## src/rtl/bm_match_accum_stage.sv

```systemverilog
// -----------------------------------------------------------------------------
// bm_match_accum_stage
//
// Purpose:
//   Frame accumulator that sits after the match-primitive MAC outputs. On each
//   accepted beat the three unsigned lanes are added together, and that lane
//   sum is added into a running frame total. After ACC_LEN beats the total is
//   presented on a valid/ready output. It stays there until the downstream
//   stage takes it. No beats are accepted while a finished total is waiting.
//
// Optional feature (compile-time macro):
//   ACCUM_SATURATE_EN - defined  : any carry clamps the frame total to
//                                  2^ACC_W-1 for the rest of the frame
//                       undefined: the total wraps modulo 2^ACC_W
//   In both modes out_ovf reports that the frame overflowed ACC_W bits.
//
// Ports:
//   clock      in   1        single clock, all logic on posedge
//   reset      in   1        synchronous, active-high
//   in_valid   in   1        input beat present
//   in_ready   out  1        stage can accept a beat (state != HOLD)
//   in_d0..2   in   DATA_W   unsigned lanes
//   out_valid  out  1        frame total present
//   out_ready  in   1        downstream accepts the total
//   out_sum    out  ACC_W    frame total
//   out_ovf    out  1        frame total exceeded ACC_W bits
// -----------------------------------------------------------------------------
module bm_match_accum_stage #(
  parameter int DATA_W  = 18,
  parameter int ACC_LEN = 4,
  parameter int ACC_W   = 24
) (
  input  logic              clock,
  input  logic              reset,
  input  logic              in_valid,
  output logic              in_ready,
  input  logic [DATA_W-1:0] in_d0,
  input  logic [DATA_W-1:0] in_d1,
  input  logic [DATA_W-1:0] in_d2,
  output logic              out_valid,
  input  logic              out_ready,
  output logic [ACC_W-1:0]  out_sum,
  output logic              out_ovf
);

  localparam int CNT_W = (ACC_LEN > 1) ? $clog2(ACC_LEN) : 1;

  typedef enum logic [1:0] {
    IDLE,
    ACCUM,
    HOLD
  } state_t;

  state_t             r_state;
  state_t             w_state_nxt;
  logic [CNT_W-1:0]   r_cnt;
  logic [ACC_W-1:0]   r_acc;
  logic               r_ovf_acc;
  logic               r_out_valid;
  logic [ACC_W-1:0]   r_out_sum;
  logic               r_out_ovf;

  logic               w_accept;
  logic               w_last;
  logic               w_frame_start;
  logic [ACC_W-1:0]   w_lane_sum;
  logic [ACC_W-1:0]   w_base;
  logic [ACC_W:0]     w_sum_full;
  logic               w_carry;
  logic               w_ovf_nxt;
  logic [ACC_W-1:0]   w_nxt;

  assign in_ready      = (r_state != HOLD);
  assign w_accept      = in_valid & in_ready;
  assign w_last        = (r_cnt == CNT_W'(ACC_LEN - 1));
  assign w_frame_start = (r_cnt == '0);

  // ACC_W >= DATA_W+2 guarantees three lanes never overflow the lane sum.
  assign w_lane_sum = ACC_W'(in_d0) + ACC_W'(in_d1) + ACC_W'(in_d2);

  // The first beat of a frame starts from zero. This does not depend on the
  // accumulator having been cleared beforehand.
  assign w_base     = w_frame_start ? '0 : r_acc;
  assign w_sum_full = {1'b0, w_base} + {1'b0, w_lane_sum};
  assign w_carry    = w_sum_full[ACC_W];
  assign w_ovf_nxt  = (w_frame_start ? 1'b0 : r_ovf_acc) | w_carry;

`ifdef ACCUM_SATURATE_EN
  // Once the frame has overflowed, the total is pinned at full scale.
  assign w_nxt = w_ovf_nxt ? '1 : w_sum_full[ACC_W-1:0];
`else
  assign w_nxt = w_sum_full[ACC_W-1:0];
`endif

  // NOTE: state and data registers use non-blocking assignments. Every flop
  // then samples pre-edge values, whatever order the blocks are evaluated in.
  always_ff @(posedge clock) begin
    if (reset) r_state <= IDLE;
    else       r_state <= w_state_nxt;
  end

  // NOTE: next-state is defaulted to the current state before the case.
  // Paths that do not assign it therefore cannot infer a latch.
  always_comb begin
    w_state_nxt = r_state;
    case (r_state)
      IDLE:    if (w_accept) w_state_nxt = w_last ? HOLD : ACCUM;
      ACCUM:   if (w_accept && w_last) w_state_nxt = HOLD;
      HOLD:    if (r_out_valid && out_ready) w_state_nxt = IDLE;
      default: w_state_nxt = IDLE;
    endcase
  end

  // NOTE: every datapath register is reset, not only the control state.
  // This means out_sum/out_ovf read as zero after reset, and a frame that was
  // cut off by reset leaves nothing behind.
  always_ff @(posedge clock) begin
    if (reset) begin
      r_acc       <= '0;
      r_cnt       <= '0;
      r_ovf_acc   <= 1'b0;
      r_out_valid <= 1'b0;
      r_out_sum   <= '0;
      r_out_ovf   <= 1'b0;
    end else if (w_accept) begin
      if (w_last) begin
        r_out_sum   <= w_nxt;
        r_out_ovf   <= w_ovf_nxt;
        r_out_valid <= 1'b1;
        r_acc       <= '0;
        r_cnt       <= '0;
        r_ovf_acc   <= 1'b0;
      end else begin
        r_acc       <= w_nxt;
        r_cnt       <= r_cnt + 1'b1;
        r_ovf_acc   <= w_ovf_nxt;
      end
    end else if (r_out_valid && out_ready) begin
      // out_sum/out_ovf keep their value; only the next frame replaces them.
      r_out_valid <= 1'b0;
    end
  end

  assign out_valid = r_out_valid;
  assign out_sum   = r_out_sum;
  assign out_ovf   = r_out_ovf;

endmodule

```

## config.mk

```make
export PLATFORM = sky130hd
export DESIGN_NAME = bm_match_accum_stage
export DESIGN_NICKNAME = d
export VERILOG_FILES = /design/src/rtl/bm_match_accum_stage.sv
export SDC_FILE = /design/constraint.sdc
export NUM_CORES = 1
export LEC_CHECK = 0
export CAP_MARGIN = 10
export CORE_MARGIN = 2
export CORE_UTILIZATION = 50
export CTS_CLUSTER_SIZE = 28
export DETAILED_ROUTE_END_ITERATION = 10
export PLACE_DENSITY = 0.77
export SYNTH_ARGS = -nofsm -noshare
export SYNTH_HDL_FRONTEND = slang
export SYNTH_SLANG_ARGS = --single-unit
```

## constraint.sdc

```tcl
create_clock -name clock -period 4.6 [get_ports clock]
set_clock_uncertainty 0.1 [all_clocks]
set_input_delay 0.69 -clock clock [delete_from_list [all_inputs] [get_ports clock]]
set_output_delay 0.69 -clock clock [all_outputs]
set_load 0.01 [all_outputs]
```

==> results.yml <==
outcome:
  outcome: "completed"
worst_setup_path:
  timing.critical_path.required_ns: 4.77
  crit_path_end_kind: "register"
  critPathMaxStageDelay_ns: 0.54
  worstSetupStartpointType: "input port"
  crit_buf_inv: 3
  critPathTopFamily: "adder cells"
  crit_chain: "clkdlybuf4s50_1, inv_1, fa_1, fa_1, inv_1, ha_1, nand2_1, nor2_1, a21oi_1, a21oi_1, or4_1, nand3_1"
  timing.critical_path.slowest_stage_cell: "fa_1"
  critPathMaxFanout: 6
  timing.setup.critical_path_class: "input port to register"
  arrival_ns: 4.26
synthesis:
  cells_after_synth: 575
  yosys.cell_types.count: 65
  mappedNetlistNets: 692
  synth_area_um2: 4560
  synth_area_leaders: "dfxtp_1 (24%), fa_1 (16%), inv_1 (8.0%)"
  synth.yosys.warnings: 0
  syn_area_per_cell_um2: 7.93
  post-synth-top-area-cell: "dfxtp_1"
  synthDominantCellAreaShare: 0.241
  ys_dominant_reg_cell: "dfxtp_1"
  synth.yosys.seq_area_share: 0.241
  synth_edf_count: 0
  async_reset_ff_frac: 0
  ys_seq_elements: 55
routing:
  antenna_violating_nets_post_route: 0
  routed_vias: 4368
  dr_vias_cell: 5.75
  drt_drc_violations_left: 0
  drt-initial-drc-count: 288
  wirelength_mm: 11.6
  detail_route.wl_per_cell_um: 15.3
  first_pass_iters: 5
sta:
  layout_min_cycle_time_ns: 4.09
  final_layout_worst_hold_slack_ns: 0.369
  final_hold_violating_endpoints: 0
  max-slew-margin-rel: 0.565
  setup_total_negative_slack_ns: 0
  grt_setup_unrepaired: "no"
  worst_margin_slew_ns: 0.651
  min_period_over_period: 0.888
  fmax_mhz: 245
  setup_viol: 0
  slew_viols_final: 0
die:
  floorplan.die.height_um: 99.5
  start_util: 0.520
  floorplan.die_area_um2: 9900
  die_width_um: 99.5
  design.portCount: 85
  core_region_area_um2: 8760
  fp-row-count: 34
placement:
  hpwl_mm: 8.79
  global_placement_routability_congestion: 0.901
  count_of_buffers_from_port_buffering: 84
cts:
  post_cts.resized_instances: 0
  post-cts-setup-buffers: 0
  clk_transition_reported_paths_ns: 0.11
  tritoncts: "built"
  cts.sink_count: 55
  cts-buffers-inserted: 5
  postCtsHoldBufs: 0
  clock_latency_ns: 0.33
  cts-root-buf: "clkbuf_8"
  cts_max_level: 2
  cts-root-to-sink-buffers: 2
global_routing:
  largest_net_degree_at_the_start_of_global_routing: 39
  grt_pass1_wl_mm: 19.7
  grtUsageTotal: 0.242
  antenna_found_initial: 0
  global_route.overflow_total: 0
  grt_pass1_vias: 4366
cells_and_area:
  layout.cells.most_common: "inv_1"
  diodes: 0
  most-common-layout-cells: "inv_1 (97), clkdlybuf4s50_1 (84), nand2_1 (66)"
  nets: 767
  drive_above_1_share: 0.0476
  syn2layout_area_growth_pct: 22.7
power_and_ir_drop:
  cellPowerDensity_nw_per_um2: 330
  max-vdd-ir-drop_mv: 0.213
  leakagePower_uw: 0.00251
min_path:
  hold_path_class: "register to register"
flow_run:
  drv_cap: 0
registers in the layout, indices dropped and copies added (netlist names):
| signal | count |
|---|---|
| out_sum | 24 |
| r_state | 2 |
| r_acc | 24 |
| r_ovf_acc | 1 |
| out_ovf | 1 |
| out_valid | 1 |
| r_cnt | 2 |
metrics by stage:
step                worst slack [ns]  total power [µW]  utilization  cell area, µm²  cells
finish                         0.513              1850        0.639            5600    759
floorplan                      0.676              1290            -            4560    575
global route                   0.323              1990        0.639            5600    759
CTS                            0.551              1840        0.639            5600    759
global placement               0.256              1510        0.628            5500    751
detailed placement             0.207              1540        0.628            5500    751
path summary, 6_finish.rpt:
path / from / end / slack [ns] / depth (start not counted)
worst max-delay path: in_d0[10] / out_sum[22] / 0.51 / 12
worst min-delay path: out_sum[1] / out_sum[1] / 0.37 / 2
worst max register to register: r_cnt[0] / out_sum[22] / 0.85 / 14
worst min register to register: out_sum[1] / out_sum[1] / 0.37 / 2
routing by layer:
layer / up-vias / global-route usage / part of all wire / routed length, µm
met5: - / 0 / 0 / 0
met4: 0 / 0.0748 / 0.019 / 225
met3: 26 / 0.0344 / 0.081 / 946
met2: 185 / 0.433 / 0.50 / 5780
met1: 2064 / 0.301 / 0.40 / 4670
li1: 2093 / - / - / -
kinds of logic (layout without fill, tap and decap cells):
| family | count (synthesis) | count (layout) | synth area share |
|---|---|---|---|
| simple gates | 186 | 186 | 0.198 |
| compound gates | 142 | 142 | 0.216 |
| buf+inv | 123 | 199 | 0.104 |
| fa+ha+maj | 59 | 59 | 0.221 |
| flops | 55 | 55 | 0.241 |
| xor+xnor | 8 | 8 | 0.0154 |
| mux | 2 | 2 | 0.00439 |
worst register-to-register path: stages, from the launching register on:
cell and delay (ns):
dfxtp_1 0.39, inv_1 0.06, ha_1 0.21, inv_1 0.06
buf_4 0.27, nand2_1 0.11, fa_1 0.48, inv_1 0.04
ha_1 0.39, nand2_1 0.19, nor2_1 0.12, a21oi_1 0.43
a21oi_1 0.22, or4_1 0.54, nand3_1 0.09
power breakdown:
group	switching (µW)	leakage (µW)	total [µW]	internal, µW
Sequential	27.8	0.000448	555	527
Clock	189	0.0000467	303	114
Combinational	582	0.00201	989	407
layout make-up:
class	instances	area (µm²)
Inverter	97	364
Multi-Input combinational cell	397	2980
Fill cell	775	3170
Timing Repair Buffer	94	916
Clock buffer	5	68.8
Sequential cell	55	1100
Clock inverter	3	27.5
Tap cell	108	135
cell usage after synthesis (all sizes together), types with 10 or more instances:
| master | instances |
|---|---|
| a21o | 10 |
| ha | 23 |
| nand3 | 25 |
| a21oi | 44 |
| nor2 | 33 |
| dfxtp | 55 |
| o21ai | 28 |
| nand2 | 66 |
| clkbuf | 21 |
| inv | 97 |
| fa | 36 |
| nor3 | 15 |
Note: power is estimated with default switching activity, not from simulation.
